`config.mk`:
```
export PLATFORM = sky130hd
export DESIGN_NAME = tex_fetch_scheduler
export DESIGN_NICKNAME = d
export VERILOG_FILES = /design/src/rtl/tex_fetch_scheduler.sv
export SDC_FILE = /design/constraint.sdc
export NUM_CORES = 1
export LEC_CHECK = 0
export CELL_PAD_IN_SITES_DETAIL_PLACEMENT = 1
export CELL_PAD_IN_SITES_GLOBAL_PLACEMENT = 2
export CORE_AREA = 2 2 191 193
export CTS_CLUSTER_SIZE = 28
export DETAILED_ROUTE_END_ITERATION = 8
export DIE_AREA = 0 0 193 195
export PLACE_DENSITY_LB_ADDON = 0.1
export SLEW_MARGIN = 30
export SYNTH_ARGS = -nofsm -noshare
export SYNTH_HDL_FRONTEND = slang
export SYNTH_SLANG_ARGS = --single-unit
```
`constraint.sdc`:
```
create_clock -name clk -period 2.3 [get_ports clk]
set_input_delay 0.23 -clock clk [delete_from_list [all_inputs] [get_ports clk]]
set_output_delay 0.23 -clock clk [all_outputs]
set_load 0.02 [all_outputs]
```
`src/rtl/tex_fetch_scheduler.sv`:
```
// ---------------------------------------------------------------------------
// tex_fetch_scheduler
//   Arbitrates texel fetch requests from two requesters (round-robin), issues
//   one 128-bit memory line read per request, feeds the returned line to an
//   external combinational color decoder and returns the decoded RGBA to the
//   owning requester. Only one request is in flight at a time.
//
// Ports
//   clk, rst_n                    clock, asynchronous active-low reset
//   req_valid/req_ready [1:0]     per-requester request handshake
//   req_addr [2*ADDR_W-1:0]       per-requester texel byte address
//   req_format/texelX/texelY      per-requester format and in-block texel
//   mem_req_valid/ready/addr      memory line read request (16-byte aligned)
//   mem_rsp_valid/data            memory read data beat
//   dec_data/format/texelX/texelY latched inputs for the color decoder
//   dec_rgba                      decoder result {A,B,G,R}
//   rsp_valid/ready [1:0]         per-requester result handshake
//   rsp_rgba, rsp_err             result color and unsupported-format flag
//   busy                          high whenever a request is in flight
// ---------------------------------------------------------------------------
module tex_fetch_scheduler #(
    parameter int ADDR_W = 32
) (
    input  logic                clk,
    input  logic                rst_n,
    input  logic [1:0]          req_valid,
    output logic [1:0]          req_ready,
    input  logic [2*ADDR_W-1:0] req_addr,
    input  logic [9:0]          req_format,
    input  logic [3:0]          req_texelX,
    input  logic [3:0]          req_texelY,
    output logic                mem_req_valid,
    input  logic                mem_req_ready,
    output logic [ADDR_W-1:0]   mem_req_addr,
    input  logic                mem_rsp_valid,
    input  logic [127:0]        mem_rsp_data,
    output logic [127:0]        dec_data,
    output logic [4:0]          dec_format,
    output logic [1:0]          dec_texelX,
    output logic [1:0]          dec_texelY,
    input  logic [31:0]         dec_rgba,
    output logic [1:0]          rsp_valid,
    input  logic [1:0]          rsp_ready,
    output logic [31:0]         rsp_rgba,
    output logic                rsp_err,
    output logic                busy
);

    typedef enum logic [2:0] {
        ST_IDLE     = 3'd0,
        ST_MEM_REQ  = 3'd1,
        ST_MEM_WAIT = 3'd2,
        ST_DECODE   = 3'd3,
        ST_RESP     = 3'd4
    } state_e;

    function automatic logic [1:0] id_onehot(input logic id);
        return id ? 2'b10 : 2'b01;
    endfunction

    state_e              state_q, state_d;
    logic                rr_q, rr_d;
    logic                id_q, id_d;
    // Only the line address is kept; the low nibble never leaves the block.
    logic [ADDR_W-5:0]   line_q, line_d;
    logic [4:0]          fmt_q, fmt_d;
    logic [1:0]          tx_q, tx_d;
    logic [1:0]          ty_q, ty_d;
    logic [127:0]        data_q, data_d;
    logic [31:0]         rgba_q, rgba_d;
    logic                err_q, err_d;
    logic                busy_q;
    logic                mem_req_valid_q;
    logic [1:0]          rsp_valid_q;

    logic                grant_s;
    logic                win_id_s;
    logic [ADDR_W-5:0]   win_line_s;
    logic [4:0]          win_fmt_s;
    logic [1:0]          win_tx_s;
    logic [1:0]          win_ty_s;

    assign grant_s = (state_q == ST_IDLE) && (req_valid != 2'b00);

    // Round-robin winner selection and mux of the winner's request fields.
    always_comb begin
        if (req_valid[rr_q]) begin
            win_id_s = rr_q;
        end else begin
            win_id_s = ~rr_q;
        end
        if (win_id_s) begin
            win_line_s = req_addr[2*ADDR_W-1:ADDR_W+4];
            win_fmt_s  = req_format[9:5];
            win_tx_s   = req_texelX[3:2];
            win_ty_s   = req_texelY[3:2];
        end else begin
            win_line_s = req_addr[ADDR_W-1:4];
            win_fmt_s  = req_format[4:0];
            win_tx_s   = req_texelX[1:0];
            win_ty_s   = req_texelY[1:0];
        end
    end

    // Grant pulse; must be combinational to complete the handshake in IDLE.
    always_comb begin
        if (rst_n && grant_s) begin
            req_ready = id_onehot(win_id_s);
        end else begin
            req_ready = 2'b00;
        end
    end

    // Next-state and datapath-register update logic.
    always_comb begin
        state_d = state_q;
        rr_d    = rr_q;
        id_d    = id_q;
        line_d  = line_q;
        fmt_d   = fmt_q;
        tx_d    = tx_q;
        ty_d    = ty_q;
        data_d  = data_q;
        rgba_d  = rgba_q;
        err_d   = err_q;
        case (state_q)
            ST_IDLE: begin
                if (grant_s) begin
                    id_d   = win_id_s;
                    line_d = win_line_s;
                    fmt_d  = win_fmt_s;
                    tx_d   = win_tx_s;
                    ty_d   = win_ty_s;
                    rr_d   = ~win_id_s;
                    // Compressed formats are unsupported: answer with an error
                    // straight away and never touch memory.
                    if (win_fmt_s[1:0] == 2'b10) begin
                        state_d = ST_RESP;
                        rgba_d  = 32'h0000_0000;
                        err_d   = 1'b1;
                    end else begin
                        state_d = ST_MEM_REQ;
                    end
                end else begin
                    state_d = ST_IDLE;
                end
            end
            ST_MEM_REQ: begin
                if (mem_req_ready) begin
                    state_d = ST_MEM_WAIT;
                end else begin
                    state_d = ST_MEM_REQ;
                end
            end
            ST_MEM_WAIT: begin
                if (mem_rsp_valid) begin
                    data_d  = mem_rsp_data;
                    state_d = ST_DECODE;
                end else begin
                    state_d = ST_MEM_WAIT;
                end
            end
            ST_DECODE: begin
                rgba_d  = dec_rgba;
                err_d   = 1'b0;
                state_d = ST_RESP;
            end
            ST_RESP: begin
                if (rsp_ready[id_q]) begin
                    state_d = ST_IDLE;
                end else begin
                    state_d = ST_RESP;
                end
            end
            default: begin
                state_d = ST_IDLE;
            end
        endcase
    end

    // State, datapath and registered handshake outputs.
    always_ff @(posedge clk or negedge rst_n) begin
        if (!rst_n) begin
            state_q         <= ST_IDLE;
            rr_q            <= 1'b0;
            id_q            <= 1'b0;
            line_q          <= '0;
            fmt_q           <= 5'd0;
            tx_q            <= 2'd0;
            ty_q            <= 2'd0;
            data_q          <= 128'h0;
            rgba_q          <= 32'h0000_0000;
            err_q           <= 1'b0;
            busy_q          <= 1'b0;
            mem_req_valid_q <= 1'b0;
            rsp_valid_q     <= 2'b00;
        end else begin
            state_q         <= state_d;
            rr_q            <= rr_d;
            id_q            <= id_d;
            line_q          <= line_d;
            fmt_q           <= fmt_d;
            tx_q            <= tx_d;
            ty_q            <= ty_d;
            data_q          <= data_d;
            rgba_q          <= rgba_d;
            err_q           <= err_d;
            busy_q          <= (state_d != ST_IDLE);
            mem_req_valid_q <= (state_d == ST_MEM_REQ);
            rsp_valid_q     <= (state_d == ST_RESP) ? id_onehot(id_d) : 2'b00;
        end
    end

    assign mem_req_valid = mem_req_valid_q;
    assign mem_req_addr  = {line_q, 4'b0000};
    assign dec_data      = data_q;
    assign dec_format    = fmt_q;
    assign dec_texelX    = tx_q;
    assign dec_texelY    = ty_q;
    assign rsp_valid     = rsp_valid_q;
    assign rsp_rgba      = rgba_q;
    assign rsp_err       = err_q;
    assign busy          = busy_q;

endmodule

```
==> metrics, run 1 <==
CP max stage cell dfrtp_1; root buffer cell clkbuf_16; TNS Setup 0 ps; Setup Fix Bufs, Post-CTS 0; Largest delay share family, worst path simple AND/OR/NAND/NOR gates; net switching power 7.454 mW; Design Power 20.46 mW; layout cells sized above 1 0.1865; crit path max fanout 7; CTS tree built; row count 69; area growth from synthesis to layout 74.09%; first-pass GRT wire length 43930 um; TritonCTS Sinks 207; crit share post-route 0.9357; 1st-iter DRT viols 130; WL per Instance 19.72 um; Worst setup EP type output port; Post-synth EDFFs 0; CP cell instances nor4_4, and3_1, clkdlybuf4s15_1; antenna violations before repair 2; Post-Route Skew 8.983 ps; R2R Setup Slk 370 ps; worst slew pin tran 571.7 ps; via count 6547; worst endpoint data arrival time 1920 ps; die footprint 37640 um2; fin crit period 2152 ps; DP HPWL 23050 um; clk slew on worst S/H paths 60 ps; Max clock buf depth 3; Final Hold Viols 0; die width 193 um; max-slew violation count 0; Critical Path Start Type flop; DR pass1 iterations 4; RSZ-0062 raised after global routing no; Max VDD drop 587.8 uV; area of the multi-input gates 2716 um2; Placement Cell Area 13210 um2; Worst Hold Class in -> async; sequential share of power 0.310; Clock power frac 0.197; max-cap violations 0; grt total ovfl 0; Comb power frac 0.493; Final Util 0.3976; # nets final 1310; required time of the worst setup path 2070 ps; Placer Congestion 0.7150; Worst Path Buf+Inv 1; Main synth FF type dfrtp_1; Fill cells 3793; Yosys warnings 0; Post-DRT Antenna Nets 0; DR DRC count 0; total global-route track usage 0.1541; Via-to-Cell Ratio 4.249; # setup viols final 0; pin count of the biggest net entering global routing 55; Port Buffers 445; synth unique cells 32; outcome finished clean; Initial Utilization 0.2284; pre-CTS setup slack 106.2 ps; post-route cell area 14070 um2; Worst slew margin 0.6189; number of CTS-inserted buffers 26; slowest stage delay, CP 480 ps; FMAX 0.4646 GHz; Post-Syn Area 8084 um2; syn_area_per_cell 13.43 um2; H-tree lvl count 1; FF+latch count, synth 207; power density over the cells 1454 nW/um2; register area share after synthesis 0.6408; Async SR Flop Fraction 1.000; IO Pins 458; P_leak 5.851 nW; vias in the first global route 6922; Synth Instances 602; CORE AREA 35400 um2; Vert. Die Dim 195 um; area occupied by registers 5180 um2; Final WS setup 147.8 ps; clk_lat worst skew 510 ps; sw frac 0.3644; drt total wl 30380 um; kind of critical path reg -> out; Internal 13.00 mW
## Yosys cell counts (3+ instances only)
cell type	instances	area [um2]
mux2_2	129	1453
dfrtp_1	207	5180
buf_4	4	30.03
a22o_1	33	289.0
a31oi_1	37	231.5
a21oi_1	6	30.03
clkbuf_1	14	52.55
nor2_1	41	153.9
mux2i_1	3	30.03
a21o_1	3	22.52
nand2_1	73	274.0
buf_2	24	120.1
nand2b_1	5	31.28
## through the flow
stage,hold WS (ps),std cells
after floorplan,-65.59,605
after global placement,122.1,1492
after detailed placement,121.5,1492
after CTS,240.3,1539
after global routing,254.6,1540
final,270.8,1541
## cell type report
type                            count  area share
Sequential cell                   207      0.3681
Antenna cell                        2   0.0003556
Multi-Input combinational cell    353      0.1930
Clock inverter                     10    0.007290
Timing Repair Buffer              470      0.3365
Inverter                            2   0.0005334
Clock buffer                       36     0.05325
Tap cell                          461     0.04099
## cells in the final DEF (no fill, tap or decap), types with 4 or more instances in the layout
master and count:
a22o_1 33, clkbuf_8 5, nand2b_1 5, clkdlybuf4s50_1 442
nor2_1 40, mux2_2 129, dfrtp_1 207, buf_4 17
clkbuf_16 27, clkinv_2 7, nand2_1 73, a21oi_1 6
a31oi_1 37, buf_12 7, conb_1 4, clkbuf_1 5
## sequential cells by signal, indices dropped and copies added (netlist names), 2 cells and up
name and count:
dec_texelX 2, dec_texelY 2, state_q 3, rsp_valid 2
rsp_rgba 32, dec_format 5, line_q 28, dec_data 128
## final timing paths
path                                 end         start  depth (start not counted)
max                         req_ready[0]    state_q[1]                          3
min                        dec_format[3]         rst_n                          2
max reg2reg                dec_data[114]    state_q[0]                          3
min reg2reg                 rsp_rgba[31]  rsp_rgba[31]                          1
max in group asynchronous   dec_data[32]         rst_n                          4
min in group clk               line_q[7]  req_addr[11]                          3
## worst register-to-register path: stages, from the launching register on
cell	delay (ps)
dfrtp_1	500
and4bb_4	670
buf_12	260
mux2_2	380
## power groups by stage
stage / registers, mW / clock network [mW] / logic, mW
2_1_floorplan: 8.40 / 0 / 3.04
6_report: 6.34 / 4.03 / 10.1
4_1_cts: 6.37 / 4.22 / 10.3
3_3_place_gp: 6.34 / 0 / 10.3
3_5_place_dp: 6.42 / 0 / 10.3
5_1_grt: 6.62 / 4.37 / 10.8
## kinds of logic (layout without fill, tap and decap cells)
group                  after synthesis  count (layout)  share of synthesized area
flip-flops                         207             207                     0.6408
AND/OR/NAND/NOR                    135             135                    0.07367
multiplexers                       132             132                     0.1834
AO/OA/AOI/OAI                       82              82                    0.07522
buffers and inverters               45             518                    0.02647
other                                1               6                  0.0004639
## metal layers
layer,GRT usage,routed length [um],part of all wire,up-vias
met5,0,13,0.00043,-
met4,0.03591,492,0.016,2
li1,-,-,-,3031
met2,0.2615,14600,0.48,278
met3,0.06506,3505,0.12,32
met1,0.1795,11770,0.39,3204
## repair_timing
action / in CTS / in global routing
gates resized for setup: 4 / 0
setup endpoints to repair: 2 / 2
hold endpoints to repair: 18 / 0
hold buffers: 1 / 0
pin swaps: 0 / 1
Note: power is estimated with default switching activity, not from simulation.
==> run 2: changes to the inputs <==
--- a/config.mk
+++ b/config.mk
@@ -13,4 +13,5 @@
 export DIE_AREA = 0 0 193 195
 export PLACE_DENSITY_LB_ADDON = 0.1
+export REMOVE_ABC_BUFFERS = 1
 export SLEW_MARGIN = 30
 export SYNTH_ARGS = -nofsm -noshare
==> constraint.sdc (replaced) <==
create_clock -name clk -period 2.3 [get_ports clk]
set_input_delay 0.46 -clock clk [delete_from_list [all_inputs] [get_ports clk]]
set_output_delay 0.46 -clock clk [all_outputs]
set_load 0.02 [all_outputs]
==> metrics, run 2 (synthesis gave the netlist of run 1 again) <==
outcome finished clean; kind of critical path reg -> out; Max clock buf depth 3; net switching power 7.471 mW; P_leak 5.919 nW; Via-to-Cell Ratio 4.227; root buffer cell clkbuf_16; CORE AREA 35400 um2; FMAX 0.4683 GHz; commonest non-fill, non-tap cell in the layout clkdlybuf4s50_1; most frequent cells in the layout 442 x clkdlybuf4s50_1, 207 x dfrtp_1, 129 x mux2_2; DR DRC count 0; IO Pins 458; non-filler cells, final 1547; Fill cells 3777; Worst Hold Class in -> reg; Post-Route Skew 10.21 ps; antenna violations before repair 5; Final Hold Viols 0; TritonCTS Sinks 207; crit path max fanout 3; pin count of the biggest net entering global routing 127; number of CTS-inserted buffers 27; # setup viols final 0; # nets final 1319; clk_lat worst skew 530 ps; via count 6539; Final WS setup 164.5 ps; fin crit period 2135 ps; Placer Congestion 0.7344; sequential share of power 0.305; 1st-iter DRT viols 143; max FFs per register 128; WL per Instance 19.49 um; Design Power 20.64 mW; sw frac 0.3619; row count 69; TNS Setup 0 ps; clk slew on worst S/H paths 50 ps; Worst setup EP type output port; area growth from synthesis to layout 75.55%; DP HPWL 22600 um; Comb power frac 0.495; CTS tree built; worst slew pin tran 752.5 ps; die width 193 um; Internal 13.17 mW; layout cells sized above 1 0.1934; die footprint 37640 um2; pre-CTS setup slack -264.1 ps; Vert. Die Dim 195 um; crit share post-route 0.9285; DR pass1 iterations 3; Port Buffers 445; total global-route track usage 0.1542; Final Util 0.4009; max-cap violations 0; R2R Setup Slk 440 ps; drt total wl 30160 um; Clock power frac 0.200; Critical Path Start Type flop; required time of the worst setup path 1840 ps; # diodes 0; Worst slew margin 0.4983; max-slew violation count 0; RSZ-0062 raised after global routing no; Post-DRT Antenna Nets 0; Initial Utilization 0.2284; first-pass GRT wire length 44120 um; worst endpoint data arrival time 1680 ps; placed cells 1498; power density over the cells 1455 nW/um2; Max VDD drop 615.3 uV; grt total ovfl 0; vias in the first global route 6806; H-tree lvl count 1
-- run 2: final cells by class --
cell class / count / area, um2 / area share
clock buffers: 43 / 835.8 / 0.05890
clock inverters: 3 / 43.79 / 0.003086
inverters: 2 / 7.507 / 0.0005290
multi-input cells: 353 / 2716 / 0.1914
flip-flops and latches: 207 / 5180 / 0.3650
well taps: 461 / 576.8 / 0.04065
repair buffers: 478 / 4831 / 0.3404
-- run 2: path summary, 6_finish.rpt --
check | start | to | depth (start not counted)
min in group asynchronous | rst_n | rr_q | 3
worst max-delay path | state_q[0] | req_ready[0] | 3
max in group asynchronous | rst_n | dec_data[72] | 3
worst min register to register | rsp_rgba[1] | rsp_rgba[1] | 1
worst max register to register | state_q[2] | dec_data[31] | 5
worst min-delay path | req_format[8] | dec_format[3] | 3
-- run 2: power groups by stage --
stage | logic [mW] | registers, mW | clock network, mW
6_report | 10.2 | 6.29 | 4.13
5_1_grt | 11.0 | 6.57 | 4.45
4_1_cts | 10.4 | 6.33 | 4.33
3_5_place_dp | 10.4 | 6.37 | 0
3_3_place_gp | 10.4 | 6.31 | 0
2_1_floorplan | 2.88 | 8.45 | 0
-- run 2: what timing repair did --
| item | 4_1_cts | 5_1_grt |
|---|---|---|
| endpoints found under the hold margin | 17 | 0 |
| buffers inserted | 1 | 0 |
| endpoints found under the setup margin | 2 | 2 |
| hold buffers | 1 | 0 |
| gates resized for setup | 6 | 2 |
-- run 2: metal layers --
metal  GRT usage  share of wire
met4     0.03339          0.020
met1      0.1804           0.38
met3     0.06524           0.11
met5           0         0.0018
met2      0.2618           0.48
-- run 2: stage by stage --
step	hold WS, ps	instance area, um2
2_1_floorplan	164.4	7889
3_3_place_gp	481.7	13280
3_5_place_dp	484.6	13280
4_1_cts	461.5	14180
5_1_grt	480.6	14190
6_report	492.4	14190
-- run 2: critical path, cell delays in order, from the launching register on --
cell and delay [ps]:
dfrtp_1 430, nor4_4 330, and3_1 210, buf_2 170
